**config.mk**
```make
export PLATFORM = sky130hd
export DESIGN_NAME = ddj_key_event
export DESIGN_NICKNAME = d
export VERILOG_FILES = /design/src/rtl/ddj_key_event.sv
export SDC_FILE = /design/constraint.sdc
export NUM_CORES = 1
export LEC_CHECK = 0
export ABC_CLOCK_PERIOD_IN_PS = 3600
export CORE_UTILIZATION = 48
export DETAILED_ROUTE_END_ITERATION = 10
export MAX_ROUTING_LAYER = met4
export PLACE_DENSITY_LB_ADDON = 0.15
export SYNTH_ARGS = -nofsm -noshare
export SYNTH_HDL_FRONTEND = slang
export SYNTH_SLANG_ARGS = --single-unit
export TNS_END_PERCENT = 100
```
**constraint.sdc**
```tcl
create_clock -name freq -period 3.6 [get_ports freq]
set_input_delay 0.72 -clock freq [delete_from_list [all_inputs] [get_ports freq]]
set_output_delay 0.72 -clock freq [all_outputs]
set_load 0.05 [all_outputs]
```
**src/rtl/ddj_key_event.sv**
```systemverilog
// ddj_key_event: turns the scanned 6-bit mole key vector into single-shot
// press events. Each key is stretched across scan gaps by a "seen" timer,
// debounced by a stability counter, and reported once per press through a
// small event FIFO that drains to the scorer over valid/ready.
module ddj_key_event #(
  parameter int SEEN_WIN   = 40,
  parameter int DEB_CNT    = 20,
  parameter int FIFO_DEPTH = 4
) (
  input  logic       freq,
  input  logic       RESET,
  input  logic       enable,
  input  logic [5:0] key_data,
  input  logic       evt_ready,
  output logic       evt_valid,
  output logic [2:0] evt_key,
  output logic [5:0] held,
  output logic       evt_ovf
);

  localparam int NKEY = 6;
  localparam int TW   = $clog2(SEEN_WIN + 1);
  localparam int CW   = $clog2(DEB_CNT + 1);
  localparam int AW   = $clog2(FIFO_DEPTH);
  localparam int OW   = AW + 1;

  localparam logic [TW-1:0] SEEN_LD  = TW'(SEEN_WIN);
  localparam logic [TW-1:0] SEEN_ONE = TW'(1);
  localparam logic [CW-1:0] STAB_MAX = CW'(DEB_CNT);
  localparam logic [CW-1:0] STAB_PRE = CW'(DEB_CNT - 1);
  localparam logic [CW-1:0] STAB_ONE = CW'(1);
  localparam logic [AW-1:0] PTR_ONE  = AW'(1);
  localparam logic [OW-1:0] OCC_ONE  = OW'(1);
  localparam logic [OW-1:0] OCC_FULL = OW'(FIFO_DEPTH);

  logic [NKEY-1:0] r_key_q;
  logic [TW-1:0]   r_seen [NKEY];
  logic [CW-1:0]   r_stab [NKEY];
  logic [NKEY-1:0] r_held;
  logic [NKEY-1:0] r_pend;
  logic            r_ovf;
  logic [2:0]      r_mem [FIFO_DEPTH];
  logic [AW-1:0]   r_wr_ptr;
  logic [AW-1:0]   r_rd_ptr;
  logic [OW-1:0]   r_count;

  logic [NKEY-1:0] w_present;
  logic [NKEY-1:0] w_qual;
  logic [NKEY-1:0] w_pend_nxt;
  logic            w_push_any;
  logic [2:0]      w_push_idx;
  logic            w_push;
  logic            w_pop;
  logic            w_full;
  logic            w_ovf_set;

  assign evt_valid = (r_count != '0);
  assign evt_key   = r_mem[r_rd_ptr];
  assign held      = r_held;
  assign evt_ovf   = r_ovf;

  assign w_full = (r_count == OCC_FULL);
  assign w_pop  = evt_valid & evt_ready;
  // A full FIFO still accepts a push when the head leaves on the same edge.
  assign w_push = w_push_any & (~w_full | w_pop);

  // Presence (raw bit or still inside the seen window) and press qualification.
  always_comb begin
    for (int i = 0; i < NKEY; i++) begin
      w_present[i] = r_key_q[i] | (r_seen[i] != '0);
      w_qual[i]    = w_present[i] & (r_stab[i] == STAB_PRE) & ~r_held[i];
    end
  end

  // Lowest-index pending key wins the single push slot of this edge.
  always_comb begin
    w_push_any = 1'b0;
    w_push_idx = '0;
    for (int i = NKEY - 1; i >= 0; i--) begin
      if (r_pend[i]) begin
        w_push_any = 1'b1;
        w_push_idx = 3'(i);
      end
    end
  end

  // Next pend vector; a qualify on a key whose pend is still waiting is dropped.
  always_comb begin
    w_pend_nxt = r_pend;
    w_ovf_set  = 1'b0;
    for (int i = 0; i < NKEY; i++) begin
      if (w_push && (w_push_idx == 3'(i))) begin
        w_pend_nxt[i] = 1'b0;
      end
      if (w_qual[i]) begin
        if (w_pend_nxt[i]) begin
          w_ovf_set = 1'b1;
        end else begin
          w_pend_nxt[i] = 1'b1;
        end
      end
    end
  end

  // Per-key input register, seen timer, stability counter, held and pend flags.
  always_ff @(posedge freq or posedge RESET) begin
    if (RESET) begin
      r_key_q <= '0;
      r_held  <= '0;
      r_pend  <= '0;
      for (int i = 0; i < NKEY; i++) begin
        r_seen[i] <= '0;
        r_stab[i] <= '0;
      end
    end else begin
      r_key_q <= key_data;
      if (!enable) begin
        r_held <= '0;
        r_pend <= '0;
        for (int i = 0; i < NKEY; i++) begin
          r_seen[i] <= '0;
          r_stab[i] <= '0;
        end
      end else begin
        r_pend <= w_pend_nxt;
        for (int i = 0; i < NKEY; i++) begin
          if (r_key_q[i]) begin
            r_seen[i] <= SEEN_LD;
          end else if (r_seen[i] != '0) begin
            r_seen[i] <= r_seen[i] - SEEN_ONE;
          end
          if (w_present[i]) begin
            if (r_stab[i] != STAB_MAX) begin
              r_stab[i] <= r_stab[i] + STAB_ONE;
            end
            if (w_qual[i]) begin
              r_held[i] <= 1'b1;
            end
          end else begin
            r_stab[i] <= '0;
            r_held[i] <= 1'b0;
          end
        end
      end
    end
  end

  // Event FIFO storage, pointers, occupancy and the sticky overflow flag.
  always_ff @(posedge freq or posedge RESET) begin
    if (RESET) begin
      r_wr_ptr <= '0;
      r_rd_ptr <= '0;
      r_count  <= '0;
      r_ovf    <= 1'b0;
      for (int j = 0; j < FIFO_DEPTH; j++) begin
        r_mem[j] <= '0;
      end
    end else if (!enable) begin
      r_wr_ptr <= '0;
      r_rd_ptr <= '0;
      r_count  <= '0;
    end else begin
      if (w_ovf_set) begin
        r_ovf <= 1'b1;
      end
      if (w_push) begin
        r_mem[r_wr_ptr] <= w_push_idx;
        r_wr_ptr        <= r_wr_ptr + PTR_ONE;
      end
      if (w_pop) begin
        r_rd_ptr <= r_rd_ptr + PTR_ONE;
      end
      case ({w_push, w_pop})
        2'b10:   r_count <= r_count + OCC_ONE;
        2'b01:   r_count <= r_count - OCC_ONE;
        default: r_count <= r_count;
      endcase
    end
  end

endmodule

```
# Word-level counts from Yosys, hierarchy flattened
# Cells that the tools add are included.
totals:
  ff_bits: 104
  input_bits: 10
  output_inout_bits: 11
op_classes:
  addsub: 16
  n_lt_le_gt_ge: 3
  eq_ne: 41
  muxes: 88
  n_bitwise: 30
  reduce_logical: 17
op_table:
  columns: ["cell", "n"]
  rows:
  - ["$mux 6", 14]
  - ["$mux 5", 12]
  - ["$mux 1", 42]
  - ["$mux 36", 1]
  - ["$ne 3x2->1 const B", 12]
  - ["$reduce_bool 6->1", 6]
  - ["$sub 6x1->6 const B", 6]
  - ["$add 5x1->5 const B", 6]
  - ["$eq 5x5->1 const B", 6]
  - ["$mux 3", 10]
  - ["$mux 30", 1]
  - ["$ne 5x5->1 const B", 6]
  - ["$ne 3x1->1 const B", 7]
  - ["$and 1x1->1", 14]
  - ["$bwmux 12", 1]
  - ["$eq 3x3->1 const B", 3]
  - ["$mux 2", 4]
  - ["$logic_and 1x1->1", 7]
  - ["$not 1->1", 7]
  - ["$or 1x1->1", 7]
  - ["$bmux 3 s2", 1]
  - ["$demux 3 s2", 1]
  - ["$eq 3x2->1 const B", 2]
  - ["$ge 3x3->1 const B", 2]
  - ["13 further kinds", 17]

# Longest topological paths before layout
# Gate-level depths: netlist of run 1.
logic_depth:
  word_depth: 22
  ltp_mapped: 7
  ltp_nobuf: 6

# Least setup slack after synthesis of run 1
# OpenSTA, ideal clock, no wires.
synth_path:
  path_kind: "reg2reg"
  start: "register r_pend[0]"
  end: "register r_count[2]"
  setup_time_ps: 136
  t_arrival_ps: 1904
  required_time_ps: 3464
  path_slack_ps: 1561
  path_stages_with_launch: 8
  path_buffers: 1
  path_cell_list: "dfrtp_1 -> buf_6 -> or4_4 -> nor3_4 -> fa_1 -> o2111a_1 -> o21ai_1 -> nor3b_2"
synth_via:
  elab_chain_cells: 5
  elab_cells_between_ends: 7
  cone_classes: "eq/ne (3); mux (3); bitwise (1)"
synth_lines:
  columns: ["item", "line", "source"]
  rows:
  - ["start: declaration", "40", "logic [NKEY-1:0] r_pend;"]
  - ["start signal: assignment", "125", "r_pend <= w_pend_nxt;"]
  - ["$mux 1 (*)", "80", "if (r_pend[i]) begin"]
  - ["$and 1x1->1 (*)", "65", "assign w_push = w_push_any & (~w_full | w_pop);"]
  - ["$eq 2x1->1 or $eq 2x2->1 (tied branches)", "173", "case ({w_push, w_pop})"]
  - ["$pmux 3 s2", "173", null]
  - ["$mux 3", "158", "end else if (!enable) begin"]
  - ["end signal: assignment", "174", "2'b10: r_count <= r_count + OCC_ONE;"]
  - ["end signal: assignment", "175", "2'b01: r_count <= r_count - OCC_ONE;"]
  - ["end signal: assignment", "176", "default: r_count <= r_count;"]
  - ["end: declaration", "45", "logic [OW-1:0] r_count;"]
# Mark *: on every way between the ends. The rest lies on a longest branch, timed or not.
# A chain may end at the register's enable or synchronous reset.

# Worst setup path in the final report of run 1
layout_path:
  start: "register r_rd_ptr[0]"
  end: "output port evt_key[0]"
layout_via:
  elab_chain_cells: 4
layout_lines:
  columns: ["item", "line", "source"]
  rows:
  - ["start: declaration", "44", "logic [AW-1:0] r_rd_ptr;"]
  - ["start signal: assignment", "171", "r_rd_ptr <= r_rd_ptr + PTR_ONE;"]
  - ["$not 2->3 (implied by the code)", "58", "assign evt_key = r_mem[r_rd_ptr];"]
  - ["$bmux 3 s2", "58", null]
  - ["$mux 3 (implied by the code) (2 in series)", "58", null]
  - ["end: declaration", "16", "output logic [2:0] evt_key,"]
# No other way between the ends. The select of a mux whose other input is x is not followed.

==> results.yml, run 1 <==
run_status:
  status: "finished, final reports clean"
global_route:
  grt_pass1_vias: 3548
  grt_overflow: 0
  grt_pass1_wl_mm: 16.3
  grt_use_total_pct: 19.0
  grt_antenna_before_repair: 0
  grt_max_degree: 68
logic_synthesis:
  synth_area_mm2: 0.00517
  syn_nets: 537
  syn_area_per_cell_um2: 10.3
  synthCells: 502
  yosysSeqAreaShare_pct: 50.3
  synth_ff_type: "dfrtp_1"
  async_flop_share_pct: 100
  ys_warn_count: 0
  synth-seq-cells: 104
  synthDistinctLibCells: 53
  synth_edf_count: 0
placement:
  io_buffer_count: 20
  place_area_mm2: 0.00556
  gp_congestion: 0.813
  dp_hpwl_mm: 6.45
  dp_cells: 656
drt:
  routed_wl_mm: 9.18
  vias_per_cell: 5.30
  post_drt_wl_per_cell_um: 13.7
  drt_first_pass_iters: 4
  num_vias: 3561
  ant_nets: 0
  drtIter0Drc: 207
  drc: 0
power:
  p_per_area_mw_per_mm2: 459
  p_leak_nw: 2.58
  ir_drop_v: 0.000287
timing:
  fin_crit_ns: 2.84
  report.final.setup_viol: 0
  drv_slew: 0
  period_share_pct: 78.9
  rsz0062_at_grt: "false"
  tightest_slew_ns: 0.737
  max_freq_mhz: 352
  skew_ns: 0.0132
  relSlewSlack_pct: 50.8
  whs_ns: 0.513
  hold_violations: 0
  tns_ns: 0
worst_hold_path:
  hold_path_class: "reg2reg"
  min_path_cells: 1
clocking:
  post_cts_buffers: 0
  clk_latency_ns: 0.38
  cts_root_buf: "clkbuf_8"
  h-tree-depth: 3
  ctsHoldBuffers: 0
  clock-sinks: 104
  clockBufferDepth: 2
  numCtsBuffers: 9
  ctsResizeCount: 0
  clk_pin_slew_ns: 0.10
  cts_tree: "done"
setup_path:
  cpLargestDelayFamily: "buffers and inverters"
  worstPathBufferInverterCount: 1
  crit_type: "reg2out"
  reg2reg_depth: 6
  worst-path-stages: 2
  slowest_delay_ns: 0.72
  crit_path_end_kind: "output port"
  start_kind: "register"
  required_ns: 2.88
  cpMaxStageDelayCell: "clkdlybuf4s50_1"
  crit_fanout: 5
  crit_chain: "mux4_2, clkdlybuf4s50_1"
  worstPathArrival_ns: 2.12
final_layout:
  final_util_pct: 55.7
  diodes: 0
  area.growth.synth_to_final_pct: 11.7
  fill_cells: 929
  drive_above_1_share_pct: 8.40
  fin_cells: 672
  mostFrequentLayoutCells: "dfrtp_1 (104), nor2_1 (79), inv_1 (39)"
  final_common_cell: "dfrtp_1"
  seqCellArea_mm2: 0.00260
  stdcell_area_mm2: 0.00578
  multi_input_area_mm2: 0.00239
  nNetsFinal: 566
floorplan:
  die_width_um: 106
  die_h_um: 106
  dieArea_mm2: 0.0112
  core_mm2: 0.0104
  initial_utilization_pct: 49.9
  rows: 37
  pin_count: 21
job:
  maxCapViolations: 0
## report_power, final
| part | switching [W] | internal, W |
|---|---|---|
| registers | 0.000101 | 0.00126 |
| logic | 0.000270 | 0.000224 |
| clock network | 0.000404 | 0.000394 |
## per-stage QoR
| stage | worst slack, ns | total power (W) |
|---|---|---|
| 4_1_cts | 0.719 | 0.00270 |
| 3_3_place_gp | 0.881 | 0.00187 |
| 3_5_place_dp | 0.822 | 0.00188 |
| 6_report | 0.760 | 0.00265 |
| 2_1_floorplan | 0.148 | 0.00177 |
| 5_1_grt | 0.678 | 0.00282 |
## cell usage after synthesis (2+ instances only)
cell       count  area share, %
a211oi_1       3           0.44
a21oi_1       35            3.4
a221o_1        2           0.39
a311oi_1       2           0.34
and3_1         2           0.24
clkbuf_1       5           0.36
dfrtp_1      104             50
ha_1          24            5.8
inv_1         40            2.9
mux2_2        12            2.6
mux2i_1        9            1.7
mux4_2         3            1.3
nand2_1       19            1.4
nand3_1       28            2.7
nand4_1        3           0.36
nand4b_1       6            1.0
nand4bb_1      2           0.44
nor2_1        79            5.7
nor2b_1        4           0.48
nor3_1        29            2.8
nor3b_1        6           0.87
o21ai_0        6           0.58
o21ai_1        2           0.19
o41a_1         2           0.44
or2_2          2           0.24
or3_1          6           0.73
or4bb_1        3           0.65
xnor2_1       26            4.4
xor2_1        14            2.4
## cell type report
cell class                      instances  share of cell area (%)
Clock inverter                          6                    1.58
Timing Repair Buffer                   24                    4.20
Multi-Input combinational cell        352                    41.4
Sequential cell                       104                    45.1
Tap cell                              136                    2.95
Inverter                               40                    2.64
Clock buffer                           10                    2.21
## flip-flops by register name, indices dropped and copies added (netlist names)
signal    flops
evt_ovf       1
held          6
r_count       3
r_key_q       6
r_mem        12
r_pend        6
r_rd_ptr      2
r_seen       36
r_stab       30
r_wr_ptr      2
## worst paths after layout
check,from,to,slack [ns]
setup reg to reg,r_seen[12]$_DFFE_PP0P_,evt_ovf$_DFFE_PP0P_,1.39
min in group asynchronous,RESET,r_stab[27]$_DFFE_PP0P_,0.70
hold reg to reg,r_mem[1]$_DFFE_PP0P_,r_mem[1]$_DFFE_PP0P_,0.51
max in group asynchronous,RESET,r_seen[29]$_DFFE_PP0P_,2.17
setup / recovery,r_rd_ptr[0]$_DFFE_PP0P_,evt_key[0],0.76
hold / removal,r_mem[1]$_DFFE_PP0P_,r_mem[1]$_DFFE_PP0P_,0.51
## layer usage
metal / vias to the layer above / GRT usage, % / wire length, um
li1: 1785 / - / -
met1: 1724 / 23.9 / 4340
met2: 40 / 29.7 / 4370
met3: 12 / 5.63 / 362
met4: 0 / 5.56 / 108
met5: - / - / 0
## logic make-up after synthesis
family	after synthesis	share of synthesized area [%]
mux	24	5.66
compound gates	62	7.47
flops	104	50.3
buf+inv	46	3.48
xor+xnor	40	6.77
fa+ha+maj	25	6.19
simple gates	201	20.1
No activity file was read; power rests on OpenSTA's default activity.
==> run 2: changes to the inputs <==
Settings changed: ABC_CLOCK_PERIOD_IN_PS 3600 to 2700.
Clock period 3.6 ns to 2.7 ns, I/O delays scaled along.
==> results.yml, run 2 (synthesis results as in run 1) <==
timing:
  relSlewSlack_pct: 51.9
  tns_ns: 0
  max_freq_mhz: 405
  rsz0062_at_grt: "false"
  tightest_slew_ns: 0.720
  hold_violations: 0
  fin_crit_ns: 2.47
  skew_ns: 0.00854
  period_share_pct: 91.4
  report.final.setup_viol: 0
  drv_slew: 0
  whs_ns: 0.421
power:
  clkPwrFrac_pct: 27.2
  p_leak_nw: 2.65
  swShare_pct: 28.8
  p_per_area_mw_per_mm2: 592
  p_switching_w: 0.000990
  ir_drop_v: 0.000374
  p_int_w: 0.00244
  power_frac_seq_pct: 53.0
  power_w: 0.00343
  combPwrFrac_pct: 19.9
clocking:
  clk_latency_ns: 0.36
  numCtsBuffers: 9
  h-tree-depth: 3
  clock-sinks: 104
  clockBufferDepth: 2
  cts_tree: "done"
  ctsHoldBuffers: 0
  post_cts_buffers: 0
  clk_pin_slew_ns: 0.08
  cts_root_buf: "clkbuf_8"
  ctsResizeCount: 0
placement:
  gp_congestion: 0.788
  dp_cells: 660
  io_buffer_count: 20
  dp_hpwl_mm: 6.55
setup_path:
  crit_path_end_kind: "output port"
  r2r_setup_slack_ns: 0.50
  crit_fanout: 8
  worstPathArrival_ns: 1.93
  crit_start: "r_count[0]$_DFFE_PP0P_"
  crit_type: "reg2out"
  cp-endpoint: "evt_valid"
  cpMaxStageDelayCell: "clkdlybuf4s50_1"
  reg2reg_depth: 6
  timing.rr.start: "r_pend[0]$_DFF_PP0_"
  slowest_delay_ns: 0.70
  reg2reg_to: "r_count[2]$_DFFE_PP0P_"
  required_ns: 2.16
  crit_chain: "or3_1, clkdlybuf4s50_1"
  start_kind: "register"
global_route:
  grt_pass1_wl_mm: 16.2
  grt_antenna_before_repair: 0
  grt_overflow: 0
  grt_max_degree: 72
  grt_pass1_vias: 3549
  grt_use_total_pct: 18.8
final_layout:
  nNetsFinal: 570
  largest_registers: "r_seen (36), r_stab (30), r_mem (12)"
  drive_above_1_share_pct: 8.74
  final_common_cell: "dfrtp_1"
  diodes: 0
  largest_reg_flops: 36
  fill_cells: 925
  fin_cells: 674
  mostFrequentLayoutCells: "dfrtp_1 (104), nor2_1 (79), inv_1 (39)"
  final_util_pct: 55.9
  multi_input_area_mm2: 0.00239
  seqCellArea_mm2: 0.00260
  area.growth.synth_to_final_pct: 12.0
  top_register: "r_seen"
drt:
  drt_first_pass_iters: 4
  routed_wl_mm: 9.14
  drtIter0Drc: 164
  drc: 0
  ant_nets: 0
  num_vias: 3598
  post_drt_wl_per_cell_um: 13.6
  vias_per_cell: 5.34
floorplan:
  rows: 37
  core_mm2: 0.0104
  pin_count: 21
  die_h_um: 106
  dieArea_mm2: 0.0112
  initial_utilization_pct: 49.9
  die_width_um: 106
run_status:
  status: "finished, final reports clean"
worst_hold_path:
  hold_path_class: "in2async"
job:
  maxCapViolations: 0
run 2: cell count changes in the layout (fill, tap and decap cells not counted):
| cell | change |
|---|---|
| clkinv_4 | +1 |
| buf_4 | +3 |
| bufinv_16 | -1 |
| inv_6 | -1 |
| clkinvlp_4 | -2 |
| buf_12 | +1 |
| dlymetal6s2s_1 | +3 |
| inv_4 | -1 |
| clkbuf_8 | +1 |
| clkdlybuf4s50_1 | -3 |
| clkinv_2 | +1 |
run 2: area by class of cell:
cell class / count / area share (%)
flip-flops and latches: 104 / 44.9
multi-input cells: 352 / 41.2
repair buffers: 28 / 5.05
well taps: 136 / 2.94
inverters: 40 / 2.66
clock buffers: 11 / 2.44
clock inverters: 3 / 0.756
run 2: per-layer routing:
layer / vias up / GRT usage (%) / part of all wire, %
met5: - / - / 0
met4: 0 / 6.85 / 1.6
met3: 12 / 4.33 / 2.9
met2: 40 / 30.1 / 48
met1: 1752 / 23.4 / 48
li1: 1794 / - / -
run 2: metrics by stage:
stage	setup slack [ns]	cell area [um^2]
6_report	0.231	5790
5_1_grt	0.165	5790
4_1_cts	0.0117	5790
3_5_place_dp	0.252	5600
3_3_place_gp	0.339	5600
2_1_floorplan	0.661	5180
run 2: worst max-delay path, delay by kind of cell, from the launching register on:
kind / cells / cell delay, ns
buf+inv: 1 / 0.70
flops: 1 / 0.50
simple gates: 1 / 0.38
run 2: how the worst min path moves through the flow:
stage / start / cells after the start / slack, ns / endpoint
after floorplan: r_mem[3]$_DFFE_PP0P_ / 1 / 0.47 / r_mem[3]$_DFFE_PP0P_
after global placement: r_mem[0]$_DFFE_PP0P_ / 1 / 0.49 / r_mem[0]$_DFFE_PP0P_
after detailed placement: r_mem[0]$_DFFE_PP0P_ / 1 / 0.49 / r_mem[0]$_DFFE_PP0P_
after CTS: RESET / 2 / 0.41 / r_seen[17]$_DFFE_PP0P_
after global routing: RESET / 2 / 0.39 / r_seen[17]$_DFFE_PP0P_
final: RESET / 2 / 0.42 / r_seen[17]$_DFFE_PP0P_
run 2: power by group through the flow:
| stage | registers, W | clock network (W) | logic [W] |
|---|---|---|---|
| after floorplan | 0.00181 | 0 | 0.000549 |
| after global placement | 0.00184 | 0 | 0.000669 |
| after detailed placement | 0.00185 | 0 | 0.000690 |
| after CTS | 0.00182 | 0.000978 | 0.000694 |
| after global routing | 0.00184 | 0.00104 | 0.000783 |
| final | 0.00182 | 0.000933 | 0.000682 |
==> run 3: changes to the inputs <==
Settings changed: ABC_CLOCK_PERIOD_IN_PS 2700 to 2900.
Clock period 2.7 ns to 2.9 ns, I/O delays scaled along.
==> results.yml, run 3 (synthesis results as in run 1) <==
setup_path:
  crit_fanout: 5
  crit_type: "reg2out"
  cpLargestDelayFamily: "buffers and inverters"
  start_kind: "register"
  crit_chain: "mux4_2, clkdlybuf4s50_1"
  slowest_delay_ns: 0.72
  crit_path_end_kind: "output port"
  worstPathBufferInverterCount: 1
  worstPathArrival_ns: 2.13
  required_ns: 2.32
  cpMaxStageDelayCell: "clkdlybuf4s50_1"
clocking:
  clock-sinks: 104
  clk_latency_ns: 0.38
  cts_root_buf: "clkbuf_8"
  clk_pin_slew_ns: 0.10
  clockBufferDepth: 2
  numCtsBuffers: 9
  post_cts_buffers: 0
  cts_tree: "done"
  ctsHoldBuffers: 0
  h-tree-depth: 3
  ctsResizeCount: 0
global_route:
  grt_overflow: 0
  grt_pass1_vias: 3562
  grt_max_degree: 42
  grt_pass1_wl_mm: 16.4
  grt_antenna_before_repair: 0
  grt_use_total_pct: 19.0
drt:
  drc: 0
  drt_first_pass_iters: 4
  num_vias: 3614
  ant_nets: 0
  vias_per_cell: 5.35
  post_drt_wl_per_cell_um: 13.9
  drtIter0Drc: 117
  routed_wl_mm: 9.35
power:
  p_leak_nw: 2.58
  p_per_area_mw_per_mm2: 551
  ir_drop_v: 0.000339
  power_w: 0.00318
floorplan:
  die_width_um: 106
  pin_count: 21
  core_mm2: 0.0104
  die_h_um: 106
  rows: 37
  initial_utilization_pct: 49.9
  dieArea_mm2: 0.0112
final_layout:
  diodes: 0
  nNetsFinal: 569
  area.growth.synth_to_final_pct: 11.7
  largest_reg_flops: 36
  mostFrequentLayoutCells: "dfrtp_1 (104), nor2_1 (79), inv_1 (39)"
  largest_registers: "r_seen (36), r_stab (30), r_mem (12)"
  final_common_cell: "dfrtp_1"
  top_register: "r_seen"
  drive_above_1_share_pct: 8.91
  final_util_pct: 55.7
placement:
  gp_congestion: 0.795
  dp_hpwl_mm: 6.60
  io_buffer_count: 20
worst_hold_path:
  hold_path_class: "reg2reg"
timing:
  skew_ns: 0.0122
  drv_slew: 0
  fin_crit_ns: 2.71
  period_share_pct: 93.4
  tns_ns: 0
  report.final.setup_viol: 0
  max_freq_mhz: 369
  rsz0062_at_grt: "false"
  relSlewSlack_pct: 56.0
  hold_violations: 0
  tightest_slew_ns: 0.659
job:
  maxCapViolations: 0
run_status:
  status: "finished, final reports clean"
run 3: worst register-to-register path, cell delays in order (launching register included):
cell	delay, ns
dfrtp_1	0.49
or4_4	0.62
nor3_4	0.27
fa_1	0.27
o2111a_1	0.21
o21ai_1	0.07
nor3b_2	0.15
run 3: cell type report:
type / instances / area, um^2
Multi-Input combinational cell: 352 / 2390
Timing Repair Buffer: 27 / 278
Clock buffer: 11 / 141
Tap cell: 136 / 170
Inverter: 40 / 154
Fill cell: 953 / 4590
Clock inverter: 5 / 40.0
Sequential cell: 104 / 2600
run 3: path summary, 6_finish.rpt:
| kind | from | to | slack (ns) | cells after the start |
|---|---|---|---|---|
| setup / recovery | r_rd_ptr[0]$_DFFE_PP0P_ | evt_key[0] | 0.19 | 2 |
| hold / removal | r_mem[1]$_DFFE_PP0P_ | r_mem[1]$_DFFE_PP0P_ | 0.52 | 1 |
| setup reg to reg | r_pend[0]$_DFF_PP0_ | r_count[2]$_DFFE_PP0P_ | 0.69 | 6 |
| hold reg to reg | r_mem[1]$_DFFE_PP0P_ | r_mem[1]$_DFFE_PP0P_ | 0.52 | 1 |
| max in group asynchronous | RESET | r_stab[4]$_DFFE_PP0P_ | 1.64 | 3 |
| min in group asynchronous | RESET | r_seen[16]$_DFFE_PP0P_ | 0.64 | 2 |
run 3: where the power goes:
part | internal, W | total [W] | switching, W
Sequential | 0.00157 | 0.00169 | 0.000126
Combinational | 0.000292 | 0.000640 | 0.000348
Clock | 0.000341 | 0.000852 | 0.000511
run 3: per-layer routing:
metal / global-route usage (%) / up-vias / routed length [um]
met5: - / - / 0
met4: 5.65 / 0 / 110
met3: 4.76 / 9 / 331
met2: 29.2 / 47 / 4440
met1: 25.0 / 1765 / 4470
li1: - / 1793 / -
run 3: through the flow:
| stage | cells | hold WS [ns] | instance area, um^2 | setup WS (ns) |
|---|---|---|---|---|
| detailed placement | 659 | 0.498 | 5590 | 0.395 |
| global placement | 659 | 0.491 | 5590 | 0.482 |
| finish | 675 | 0.516 | 5780 | 0.190 |
| global route | 675 | 0.532 | 5780 | 0.104 |
| CTS | 675 | 0.519 | 5780 | 0.159 |
| floorplan | 502 | 0.474 | 5180 | 0.861 |
